==> src/rtl/rob_pkg.sv <==
`default_nettype none
// ============================================================================
// Module   : rob_pkg
// Brief    : Shared types and constants for the reorder buffer slice.
// Revision : 1.0 - initial release
// ============================================================================
package rob_pkg;

    // Default widths, expressed as MSB positions
    localparam int PKG_WIDTH = 31;
    localparam int PKG_REG   = 4;
    localparam int PKG_ROB   = 2;
    localparam int PKG_INDEX = 7;

    localparam int DEPTH = 2 ** (PKG_ROB + 1);

    // Bit positions inside the 4-bit instruction info field
    localparam int COMMIT_REGW = 3;
    localparam int COMMIT_MEMW = 2;
    localparam int COMMIT_BR   = 1;
    localparam int COMMIT_JALR = 0;

    // One reorder buffer slot
    typedef struct packed {
        logic [3:0]         info;
        logic [PKG_REG:0]   dest;
        logic [PKG_WIDTH:0] result;
        logic [PKG_WIDTH:0] target;
        logic [PKG_WIDTH:0] pc;
        logic [PKG_INDEX:0] phtIdx;
        logic [PKG_WIDTH:0] regStatus;
        logic               ready;
        logic               mispredict;
    } rob_entry_t;

endpackage
`default_nettype wire

==> src/rtl/rob_pointer.sv <==
`default_nettype none
// ============================================================================
// Module   : rob_pointer
// Brief    : Head/tail pointers with an extra wrap bit, occupancy and
//            full/empty flags for the reorder buffer.
// Revision : 1.0 - initial release
// ============================================================================
module rob_pointer #(
    parameter int ROB = 2
) (
    input  logic         clk,
    input  logic         rst,
    input  logic         clear,
    input  logic         inc_tail,
    input  logic         inc_head,
    output logic [ROB:0] head_idx,
    output logic [ROB:0] tail_idx,
    output logic [ROB+1:0] count,
    output logic         full,
    output logic         empty
);

    logic [ROB+1:0] r_head;
    logic [ROB+1:0] r_tail;

    // Advance pointers on allocate/commit; reset and flush both empty the buffer
    always_ff @(posedge clk) begin
        if (rst || clear) begin
            r_head <= '0;
            r_tail <= '0;
        end else begin
            if (inc_head) begin
                r_head <= r_head + 1'b1;
            end
            if (inc_tail) begin
                r_tail <= r_tail + 1'b1;
            end
        end
    end

    assign head_idx = r_head[ROB:0];
    assign tail_idx = r_tail[ROB:0];
    assign count    = r_tail - r_head;
    assign empty    = (r_tail == r_head);
    // Same slot index but different lap means every slot is occupied
    assign full     = (r_tail[ROB:0] == r_head[ROB:0]) && (r_tail[ROB+1] != r_head[ROB+1]);

endmodule
`default_nettype wire

==> src/rtl/reorder_buffer.sv <==
`default_nettype none
// ============================================================================
// Module   : reorder_buffer
// Brief    : Circular in-order reorder buffer. Allocates at tail, captures
//            CDB results out of order, retires in order at head and raises a
//            pipeline flush when a mispredicted branch/JALR retires.
//            Entry field widths come from rob_pkg and must match the
//            parameters below.
// Revision : 1.0 - initial release
// ============================================================================
module reorder_buffer
    import rob_pkg::*;
#(
    parameter int WIDTH = PKG_WIDTH,
    parameter int REG   = PKG_REG,
    parameter int ROB   = PKG_ROB,
    parameter int INDEX = PKG_INDEX
) (
    input  logic             clk,
    input  logic             globalReset,
    input  logic             allocValid,
    input  logic [3:0]       allocInfo,
    input  logic [REG:0]     allocDest,
    input  logic [INDEX:0]   allocPHTIndex,
    input  logic [WIDTH:0]   allocRegStatus,
    input  logic [WIDTH:0]   allocPC,
    input  logic             cdbValid,
    input  logic [ROB:0]     cdbROB,
    input  logic [WIDTH:0]   cdbResult,
    input  logic             cdbMispredict,
    input  logic [WIDTH:0]   cdbTarget,
    output logic [ROB:0]     robAllocation,
    output logic             fullRob,
    output logic             validCommit,
    output logic [ROB:0]     commitROB,
    output logic [REG:0]     destCommit,
    output logic [WIDTH:0]   result,
    output logic [3:0]       commitInfo,
    output logic [WIDTH:0]   statusSnap,
    output logic [INDEX:0]   PHTIndex,
    output logic [WIDTH:0]   redirectPC,
    output logic [1:0]       controlFlow
);

    localparam int NUM_ENTRIES = 2 ** (ROB + 1);

    rob_entry_t     r_entries [NUM_ENTRIES];

    logic           r_valid_commit;
    logic [ROB:0]   r_commit_rob;
    logic [REG:0]   r_dest_commit;
    logic [WIDTH:0] r_result;
    logic [3:0]     r_commit_info;
    logic [WIDTH:0] r_status_snap;
    logic [INDEX:0] r_pht_index;
    logic [WIDTH:0] r_redirect_pc;
    logic [1:0]     r_control_flow;

    logic [ROB:0]   w_head_idx;
    logic [ROB:0]   w_tail_idx;
    logic [ROB+1:0] w_count;
    logic           w_full;
    logic           w_empty;
    logic           w_flush;
    logic           w_alloc;
    logic           w_commit;
    logic [ROB:0]   w_cdb_offset;
    logic           w_cdb_hit;

    // A flush is in progress for exactly the cycle controlFlow[0] is high
    assign w_flush      = r_control_flow[0];
    assign w_alloc      = allocValid & ~w_full & ~w_flush;
    assign w_commit     = ~w_empty & r_entries[w_head_idx].ready & ~w_flush;
    // A tag is live only if its distance from head is below the occupancy
    assign w_cdb_offset = cdbROB - w_head_idx;
    assign w_cdb_hit    = cdbValid & ~w_flush & ({1'b0, w_cdb_offset} < w_count);

    rob_pointer #(
        .ROB      (ROB)
    ) u_pointer (
        .clk      (clk),
        .rst      (globalReset),
        .clear    (w_flush),
        .inc_tail (w_alloc),
        .inc_head (w_commit),
        .head_idx (w_head_idx),
        .tail_idx (w_tail_idx),
        .count    (w_count),
        .full     (w_full),
        .empty    (w_empty)
    );

    // Entry storage: allocate at tail, capture CDB writes, drop ready on retire
    always_ff @(posedge clk) begin
        if (globalReset || w_flush) begin
            for (int i = 0; i < NUM_ENTRIES; i++) begin
                r_entries[i].ready      <= 1'b0;
                r_entries[i].mispredict <= 1'b0;
            end
        end else begin
            if (w_alloc) begin
                r_entries[w_tail_idx].info       <= allocInfo;
                r_entries[w_tail_idx].dest       <= allocDest;
                r_entries[w_tail_idx].pc         <= allocPC;
                r_entries[w_tail_idx].phtIdx     <= allocPHTIndex;
                r_entries[w_tail_idx].regStatus  <= allocRegStatus;
                r_entries[w_tail_idx].result     <= '0;
                r_entries[w_tail_idx].target     <= '0;
                r_entries[w_tail_idx].ready      <= 1'b0;
                r_entries[w_tail_idx].mispredict <= 1'b0;
            end
            if (w_cdb_hit) begin
                r_entries[cdbROB].result     <= cdbResult;
                r_entries[cdbROB].target     <= cdbTarget;
                r_entries[cdbROB].mispredict <= cdbMispredict;
                r_entries[cdbROB].ready      <= 1'b1;
            end
            if (w_commit) begin
                r_entries[w_head_idx].ready <= 1'b0;
            end
        end
    end

    // Registered commit bus; payload holds between commits, strobes pulse
    always_ff @(posedge clk) begin
        if (globalReset) begin
            r_valid_commit <= 1'b0;
            r_commit_rob   <= '0;
            r_dest_commit  <= '0;
            r_result       <= '0;
            r_commit_info  <= '0;
            r_status_snap  <= '0;
            r_pht_index    <= '0;
            r_redirect_pc  <= '0;
            r_control_flow <= 2'b00;
        end else begin
            r_valid_commit <= w_commit;
            r_control_flow <= 2'b00;
            if (w_commit) begin
                r_commit_rob   <= w_head_idx;
                r_dest_commit  <= r_entries[w_head_idx].dest;
                r_result       <= r_entries[w_head_idx].result;
                r_commit_info  <= r_entries[w_head_idx].info;
                r_status_snap  <= r_entries[w_head_idx].regStatus;
                r_pht_index    <= r_entries[w_head_idx].phtIdx;
                r_control_flow <= {r_entries[w_head_idx].info[COMMIT_BR] |
                                   r_entries[w_head_idx].info[COMMIT_JALR],
                                   r_entries[w_head_idx].mispredict};
                if (r_entries[w_head_idx].mispredict) begin
                    r_redirect_pc <= r_entries[w_head_idx].target;
                end
            end
        end
    end

    assign robAllocation = w_tail_idx;
    assign fullRob       = w_full;
    assign validCommit   = r_valid_commit;
    assign commitROB     = r_commit_rob;
    assign destCommit    = r_dest_commit;
    assign result        = r_result;
    assign commitInfo    = r_commit_info;
    assign statusSnap    = r_status_snap;
    assign PHTIndex      = r_pht_index;
    assign redirectPC    = r_redirect_pc;
    assign controlFlow   = r_control_flow;

endmodule
`default_nettype wire
==> config.mk <==
export PLATFORM = sky130hd
export DESIGN_NAME = reorder_buffer
export DESIGN_NICKNAME = d
export VERILOG_FILES = /design/src/rtl/rob_pkg.sv /design/src/rtl/rob_pointer.sv /design/src/rtl/reorder_buffer.sv
export SDC_FILE = /design/constraint.sdc
export NUM_CORES = 1
export LEC_CHECK = 0
export ABC_AREA = 0
export CORE_MARGIN = 3
export CORE_UTILIZATION = 45
export CTS_CLUSTER_SIZE = 12
export DETAILED_ROUTE_END_ITERATION = 6
export PLACE_DENSITY = 0.74
export SLEW_MARGIN = 20
export SYNTH_ARGS = -nofsm -noshare
export SYNTH_HDL_FRONTEND = slang
export SYNTH_SLANG_ARGS = --single-unit
==> constraint.sdc <==
create_clock -name clk -period 8 [get_ports clk]
set_input_delay 1.2 -clock clk [delete_from_list [all_inputs] [get_ports clk]]
set_output_delay 1.2 -clock clk [all_outputs]
set_load 0.1 [all_outputs]
Word-level counts from Yosys, hierarchy flattened:

Memories as Yosys holds them, arrays and structs flattened. A register that Yosys moved wholly into a read port is not among the register bits.
Cells that the tools add are included.

* memories kept: 1
* memory bits (writable): 1176
* output and inout bits: 123
* bits in registers: 127

Memory list
* r_entries: depth 8, width 147, rd ports 1, clocked after memory_dff 1, wr ports 8, line reorder_buffer.sv:47 `rob_entry_t r_entries [NUM_ENTRIES];`

* reductions and logical operators: 7
* equal/unequal tests: 3
* add/sub/neg operators: 4
* magnitude comparators: 1
* bitwise gates (word level): 11
* multiplexer cells: 22

Operators with widths (number)
* 2-to-1 mux 147 bit: 3
* OR reduction 147 bit: 3
* 2-to-1 mux 3 bit: 7
* 2-to-1 mux 1 bit: 11
* adder 4 x 1 -> 4 bit (second input constant): 2
* bitwise AND 1 bit: 6
* equality test 4 bit: 1
* < comparator 3 x 4 -> 1 bit: 1
* NOT 1 bit: 4
* subtractor 4 bit: 1
* equality test 3 bit: 1
* subtractor 3 bit: 1
* 2-to-1 mux 2 bit: 1
* AND reduction 2 bit: 1
* OR reduction 2 bit: 1
* logical AND 1 bit: 1
* logical OR 1 bit: 1
* != test 1 bit: 1
* OR 1 bit: 1

Depth between registers and ports, before layout:

* word-level depth: 10
* gate-level depth with buffers: 14
* mapped depth without buffers: 10

By module:

A second synthesis with hierarchy kept.

* cell total of the unflattened synthesis: 2852
* area total of the unflattened synthesis: 43000.0 um2

Modules (own cells, without submodules)
* reorder_buffer: instances 1, cells each 2795, sequential area each 29928.7 um2, area an instance 42498.3 um2
* rob_pointer: instances 1, cells each 57, sequential area each 160.2 um2, area an instance 501.7 um2

Worst setup path after synthesis:

OpenSTA, ideal clock, no wires.

* path type: input to register
* start: in globalReset
* end: mem r_entries[1][100] in the netlist's numbering (enable)
* data arrival time: 6.636 ns
* setup slack: 0.789 ns
* buffers on the path: 2
* stages: 5
* setup time: 0.574 ns
* cell sequence: or2_2 -> clkbuf_1 -> or3_1 -> clkbuf_1 -> o21ai_0

RTL lines
* from (decl): line reorder_buffer.sv:20 `input logic globalReset,`
* to (decl): line reorder_buffer.sv:47

==> flow_summary_export.csv <==
group,metric,value,unit
outcome,outcome,"completed",
logic_synthesis,yosysMostFrequentCell,"edfxtp_1",
global_route,grt_usage,21.1,%
route,drt_iter0_markers,2039,
worst_setup_path,critPathMaxStageDelay,0.83,ns
logic_synthesis,synth-seq-area-share,70.4,%
sta,slew_viol_final,0,
clock_tree,insertion_delay,0.69,ns
worst_setup_path,crit_path_max_fanout,49,
global_route,grt_pass1_wl,155000,microns
worst_setup_path,path_buf_inv,3,
place,port_buffers,243,
logic_synthesis,postSynth.asyncResetShare,0,%
cells_and_area,layout.nets,2855,
clock_tree,clk_pin_slew,0.06,ns
global_route,grt_pass1_vias,24400,
pwr,power.total,11.2,mW
cells_and_area,syn2layout_area_growth,16.6,%
route,wirelength,104000,microns
clock_tree,cts_sinks,1050,
floorplan,initial_core_util,45.6,%
route,routed_via_density,5.65,
sta,fmax,0.187,GHz
worst_setup_path,arrival,5.75,ns
worst_setup_path,worstSetupPathType,"input pin to flop",
global_route,grt_max_degree,96,
sta,period_needed,5.34,ns
sta,tns,0,ns
logic_synthesis,syn_inst,2473,
place,hpwl,54700,microns
logic_synthesis,synth.distinct_cells,43,
sta,hold_viol_final,0,
place,globalplace.congestion,0.776,
logic_synthesis,ys.flop_type,"edfxtp_1",
worst_setup_path,crit_slowest_cell,"a221oi_4",
worst_setup_path,startpoint_type,"input pin",
sta,rsz0062_at_grt,"no",
hold_path,hp-class,"flop to flop",
sta,slew_headroom,22.3,%
global_route,antenna_found_initial,17,
worst_setup_path,path_cells,"clkdlybuf4s50_1 -> inv_1 -> ha_1 -> fa_1 -> xnor2_1 -> xnor2_1 -> ha_1 -> nor2_1 -> a221oi_4 -> or3_1 -> nand2_4 -> buf_4",
clock_tree,cts_hold_buffers,0,
clock_tree,post_cts_buffers,0,
global_route,grt_overflow,0,
cells_and_area,drive_above_1_share,16.2,%
floorplan,io-pin-count,276,
logic_synthesis,synth_top_area_cell,"edfxtp_1",
route,drc,0,
logic_synthesis,yosys_warnings,0,
route,vias,22900,
logic_synthesis,netlist_top_cells_area,"edfxtp_1 64%, mux4_2 12%, and2_1 7.6%",
route,drt-pass1-iter-count,7,
clock_tree,cts_resized,0,
logic_synthesis,synth.ff_latch_count,1050,
clock_tree,numCtsBuffers,108,
floorplan,die_w,314,microns
sta,finClkSkew,0.0233,ns
floorplan,die_area,98900,sq um
floorplan,rows,112,
worst_setup_path,path_delay_family,"buffers and inverters",
logic_synthesis,synth_edf_count,912,
worst_setup_path,end_kind,"flop",
logic_synthesis,syn_avg_cell_area,17.3,sq um
clock_tree,h-tree-depth,3,
floorplan,fp.dieH,314,microns
logic_synthesis,yosys.area.top_type_share,64.0,%
logic_synthesis,synthesis.nets,2636,
pwr,irDropWorstVdd,0.203,mV
clock_tree,cts-root-buf,"clkbuf_16",
clock_tree,cts_max_path_buffers,3,
flow_run,maxCapViolCount,0,
pwr,total_leakage_power,16.3,nW
floorplan,core,93900,sq um
logic_synthesis,syn-cell-area,42800,sq um
worst_setup_path,critPathRequiredTime,8.41,ns
sta,worst_pin_slew,1.16,ns
logic_synthesis,ys_top_cells_by_count,"912 x edfxtp_1, 522 x and2_1, 229 x mux4_2, 138 x dfxtp_1, 116 x mux2i_1",
route,final_antenna_net_count,0,
pwr,powerDensity,225,nW/um^2
clock_tree,cts_tree,"built",
sta,fin_crit_sh,66.7,%
route,wl_per_cell,25.7,microns
sta,finalSetupViolCount,0,
==> worst min-delay path: cells and delay by family (launching register included) <==
kind             cells  cell delay [ns]
AO/OA/AOI/OAI        1             0.05
flip-flops           1             0.31
AND/OR/NAND/NOR      1             0.05
==> layout make-up <==
type	instances	area, sq um
multi-input cells	1236	12000
repair buffers	284	2780
well taps	1254	1570
flip-flops and latches	1050	30200
clock inverters	36	277
clock buffers	168	3050
diodes	12	30.0
fillers	7362	44000
inverters	12	45.0
==> worst paths after layout <==
check	endpoint	from	slack [ns]	cells after the start
max	r_entries[2][80]	cdbROB[0]	2.66	12
min reg2reg	commitROB[1]	commitROB[1]	0.47	2
min	commitROB[1]	commitROB[1]	0.47	2
max reg2reg	r_entries[2][80]	u_pointer.r_head[0]	3.61	10
==> cell families (layout without fill, tap and decap cells) <==
kind of cell / Yosys count / in the layout / synth area share (%)
xor+xnor: 8 / 8 / 0.164
buf+inv: 187 / 500 / 1.91
flops: 1050 / 1050 / 70.4
simple gates: 692 / 692 / 9.44
compound gates: 180 / 180 / 2.96
mux: 346 / 346 / 14.8
other cells: 0 / 12 / 0
fa+ha+maj: 10 / 10 / 0.327
==> routing by layer <==
metal  share of wire, %  global-route usage, %  vias to the layer above
met4                2.7                   6.72                       12
met3                7.0                   4.45                      196
met1                 39                   26.5                    11900
met2                 51                   36.6                      823
met5              0.080                      0                        -
li1                   -                      -                     9963
==> cells in the final DEF (no fill, tap or decap), types with 8 or more instances in the layout <==
master	n
clkinv_2	13
clkbuf_1	50
nor2_1	102
clkinv_1	13
clkbuf_16	110
edfxtp_1	912
xnor2_1	8
and2_1	522
a21oi_1	38
nand2_1	13
clkbuf_8	8
diode_2	12
clkdlybuf4s50_1	239
or3_1	14
buf_4	39
inv_1	10
ha_1	8
a211oi_1	115
mux2i_1	116
dfxtp_1	135
mux4_2	229
==> sequential cells by signal, indices dropped and copies added, names as in the netlist, named ones only <==
| signal | flops |
|---|---|
| r_entries | 920 |
| PHTIndex | 8 |
| validCommit | 1 |
| result | 32 |
| statusSnap | 32 |
| redirectPC | 32 |
| controlFlow | 2 |
| u_pointer.r_head | 4 |
| commitROB | 3 |
| destCommit | 5 |
| u_pointer.r_tail | 4 |
| commitInfo | 4 |
==> per-stage QoR <==
stage          setup slack (ns)  cells  cell area (sq um)  hold slack (ns)  utilization (%)
6_report                   2.66   4052              49900            0.470             53.2
5_1_grt                    2.47   4044              49900            0.489             53.2
4_1_cts                    2.73   4040              49900            0.471             53.1
3_5_place_dp               1.99   3836              46600            0.460             49.6
3_3_place_gp               2.06   3835              46500            0.464             49.6
2_1_floorplan             0.789   2473              42800            0.459                -
==> power by group <==
part	switching, mW	internal, mW
logic	0.304	0.161
registers	0.0255	6.01
clock network	2.07	2.66
total	2.40	8.83
No activity file was read; power rests on OpenSTA's default activity.
==> RTL change 1 (same flow settings) <==
Make the reset (`globalReset`) asynchronous in one clocked block.
--- a/src/rtl/reorder_buffer.sv
+++ b/src/rtl/reorder_buffer.sv
@@ -124,3 +124,3 @@
     // Registered commit bus; payload holds between commits, strobes pulse
-    always_ff @(posedge clk) begin
+    always_ff @(posedge clk or posedge globalReset) begin
         if (globalReset) begin
Check against the original RTL: not settled (the Yosys comparison gave no result); the edit may change what the design does.
==> RTL change 1 against the original RTL <==
First-iteration DRC count down 4.7%; sequential cell count unchanged; synthesized area rose by 0.74%; setup slack gained 0.14 ns; design area rose by 0.84%; wire length fell by 3.2%; cell count down 1.3%; worst hold slack improved by 0.020 ns.
Power is not compared: it rests on default switching activity, and its combinational part moved more than twofold at a synthesized area within 25%.
==> RTL change 1: results (changes against the original RTL) <==
metric,value,unit,change
syn_nets,2576,,"was 2,636"
non_clock_inverter_count,10,,was 12
layout-drive-gt1-share,0.185,,was 0.162
synth_fa_ha_area_frac,0.00325,,was 0.00327
hold_depth,1,,was 2
buffers,285,,was 284
place_inst,3788,,"was 3,836"
routed-via-count,22600,,"was 22,900"
dp_hpwl,54000,microns,"was 54,700 microns"
status,completed,,unchanged
place_ws,2.21,ns,was 1.99 ns
async_reset_ff_frac,0.113,,was 0
grt_pass1_wl,150000,microns,"was 155,000 microns"
fin_crit_sh,0.650,,was 0.667
nets,2805,,"was 2,855"
seq_area_frac_synth,0.713,,was 0.704
antenna_found_initial,15,,was 17
gp_congestion,0.805,,was 0.776
use_met2,0.351,,was 0.366
slowest_stage,nand2b_4,,was a221oi_4
synth.distinct_cells,48,,was 43
synth.mux.area_fraction,0.158,,was 0.148
final_cells,3999,,"was 4,052"
cts_buffers,106,,was 108
drt-met1-wl,39100,microns,"was 40,600 microns"
grt_max_degree,178,,was 96
grt_use_met1,0.261,,was 0.265
fin_skew,0.0271,ns,was 0.0233 ns
worst-r2r-cell-count,9,,was 10
synthXorXnorAreaFrac,0.00160,,was 0.00164
multi_input_cells,1189,,"was 1,236"
clkCellAreaFrac,0.0671,,was 0.0666
whs,0.490,ns,was 0.470 ns
synthTopCellsByCount,"edfxtp_1 (912), and2_1 (458), mux4_2 (229), dfrtp_1 (119), clkbuf_1 (112)",,"was edfxtp_1 (912), and2_1 (522), mux4_2 (229), dfxtp_1 (138), mux2i_1 (116)"
die_w,316,microns,was 314 microns
seq_area_frac,0.611,,was 0.604
buf_share,0.0551,,was 0.0557
num-fill-cells,7313,,"was 7,362"
met3_usage,0.0440,,was 0.0445
antenna-diode-count,9,,was 12
wl_met3,7500,microns,was 7280 microns
synth.area.top_cells,"edfxtp_1 (63%), mux4_2 (12%), dfrtp_1 (6.9%), and2_1 (6.6%), mux2i_1 (2.1%)",,"was edfxtp_1 (64%), mux4_2 (12%), and2_1 (7.6%), dfxtp_1 (6.5%), mux2i_1 (2.7%)"
RTL change 1: cell count changes after synthesis, moves of 53 or more:
| cell | change |
|---|---|
| a211oi_1 | -115 |
| dfrtp_1 | +119 |
| and2_1 | -64 |
| dfxtp_1 | -119 |
| mux2_2 | +53 |
| and3_1 | +70 |
RTL change 1: worst paths after layout:
path / startpoint / end
setup / recovery: cdbROB[0] / r_entries[2][125]
hold / removal: redirectPC[20] / redirectPC[20]
setup reg to reg: u_pointer.r_head[1] / r_entries[5][82]
hold reg to reg: redirectPC[20] / redirectPC[20]
max in group asynchronous: globalReset / redirectPC[21]
min in group asynchronous: globalReset / redirectPC[1]
RTL change 1: power by group through the flow:
stage	Clock [mW]	Sequential (mW)	Combinational, mW
6_report	4.79	6.43	2.71
4_1_cts	4.88	6.43	2.73
3_5_place_dp	0	6.54	2.72
3_3_place_gp	0	6.52	2.70
5_1_grt	5.12	6.46	2.80
2_1_floorplan	0	8.07	0.400
==> RTL change 2 (config.mk and constraints unchanged) <==
Without the edit above. Change the package constant `PKG_WIDTH` from 31 to 27.
--- a/src/rtl/rob_pkg.sv
+++ b/src/rtl/rob_pkg.sv
@@ -9,3 +9,3 @@
     // Default widths, expressed as MSB positions
-    localparam int PKG_WIDTH = 31;
+    localparam int PKG_WIDTH = 27;
     localparam int PKG_REG   = 4;
Interface: changed (7 resized); port bits go from 276 to 248. No check against the original RTL was run, so the function may have changed too.
==> RTL change 2 against the original RTL <==
Setup slack improved by 0.14 ns; die area down 10%; global-route usage fell by 0.84 points; design area fell by 10%; sequential share of layout area down 0.21 points; critical path type unchanged; clock skew is 0.036 ns higher; largest power group unchanged; worst hold slack got worse by 0.0087 ns; synthesized area down 10%; maximum frequency increased by 2.6%; synthesized cell count down 10%; wire length is 14% lower; non-clock buffer count is 30 lower; sequential cell count down 108; total power is 10% lower; critical endpoint is now r_entries[1][74].
==> RTL change 2: results (changes against the original RTL) <==
metric,value,unit,change
routed_via_density,5.61,,was 5.65
cpPeakStageDelay,0.71,ns,was 0.83 ns
worst-r2r-cell-count,8,,was 10
gp_congestion,0.792,,was 0.776
wl_per_cell,24.6,microns,was 25.7 microns
grt_pass1_vias,21700,,"was 24,400"
status,completed,,unchanged
synth.area.top_cells,"edfxtp_1 (64%), mux4_2 (12%), and2_1 (7.5%), dfxtp_1 (6.6%), mux2i_1 (2.7%)",,"was edfxtp_1 (64%), mux4_2 (12%), and2_1 (7.6%), dfxtp_1 (6.5%), mux2i_1 (2.7%)"
dp_hpwl,46300,microns,"was 54,700 microns"
synth_fa_ha_area_frac,0.00365,,was 0.00327
min-delay-start,commitROB[0],,was commitROB[1]
nets,2564,,"was 2,855"
vdd_drop_max,0.166,mV,was 0.203 mV
numPortBuffers,219,,was 243
synthTopCellsByCount,"edfxtp_1 (816), and2_1 (458), mux4_2 (205), dfxtp_1 (126), mux2i_1 (104)",,"was edfxtp_1 (912), and2_1 (522), mux4_2 (229), dfxtp_1 (138), mux2i_1 (116)"
syn_nets,2369,,"was 2,636"
num-fill-cells,6623,,"was 7,362"
min_to,commitROB[0],,was commitROB[1]
largest_register_ffs,824,,was 920
seq_area_frac_synth,0.704,,about the same
relSlewSlack,0.235,,was 0.223
synth-compound-area-share,0.0299,,was 0.0296
fin_skew,0.0596,ns,was 0.0233 ns
p_leak,14.6,nW,was 16.3 nW
firstDrtPassIters,5,,was 7
grt_max_degree,190,,was 96
drt-initial-drc-count,1714,,"was 2,039"
synth.mux.area_fraction,0.148,,about the same
r2r_slack,3.74,ns,was 3.61 ns
grt_pass1_wl,135000,microns,"was 155,000 microns"
slowest_stage,clkdlybuf4s50_1,,was a221oi_4
cp_max_fo,35,,was 49
synth.distinct_cells,42,,was 43
placed_area,41800,sq um,"was 46,600 sq um"
layout-drive-gt1-share,0.160,,was 0.162
arrival,5.46,ns,was 5.75 ns
yosys_warnings,0,,unchanged
rr_startpoint,u_pointer.r_head[1],,was u_pointer.r_head[0]
cts_buffers,97,,was 108
r2r_end,r_entries[2][109],,was r_entries[2][80]
synthXorXnorAreaFrac,0.00183,,was 0.00164
RTL change 2: worst max path at each step:
| stage | endpoint | slack, ns | cells after the start |
|---|---|---|---|
| after detailed placement | r_entries[1][80] | 2.12 | 13 |
| after global placement | r_entries[1][72] | 2.19 | 13 |
| after CTS | r_entries[1][74] | 2.79 | 13 |
| after global routing | r_entries[1][74] | 2.53 | 14 |
| final | r_entries[1][74] | 2.80 | 14 |
| after floorplan | r_entries[2][100] | 0.85 | 5 |
RTL change 2: metal layers:
layer,global-route usage,vias up,share of wire
met5,0,-,0.00040
met4,0.0613,6,0.025
met3,0.0447,169,0.077
met2,0.350,781,0.51
met1,0.256,10500,0.39
li1,-,8945,-
RTL change 2: where the power goes:
group / leakage [nW] / internal (mW) / switching, mW
Combinational: 4.07 / 0.147 / 0.271
Clock: 1.45 / 2.41 / 1.87
Sequential: 9.04 / 5.39 / 0.0224
RTL change 2: metrics by stage:
step / setup WS, ns / instances / hold WS, ns / power [mW] / utilization
floorplan: 0.854 / 2222 / 0.458 / 5.74 / -
global placement: 2.19 / 3449 / 0.450 / 5.92 / 0.497
detailed placement: 2.12 / 3449 / 0.456 / 5.93 / 0.497
CTS: 2.79 / 3632 / 0.464 / 10.2 / 0.533
global route: 2.53 / 3637 / 0.495 / 10.4 / 0.534
finish: 2.80 / 3646 / 0.461 / 10.1 / 0.534
RTL change 2: area by class of cell:
cell class | count | area, sq um | share of cell area
well taps | 1134 | 1420 | 0.0316
inverters | 11 | 42.5 | 0.000947
clock buffers | 155 | 2750 | 0.0611
flip-flops and latches | 942 | 27000 | 0.602
repair buffers | 254 | 2540 | 0.0566
clock inverters | 28 | 310 | 0.00691
diodes | 11 | 27.5 | 0.000613
multi-input cells | 1111 | 10800 | 0.240
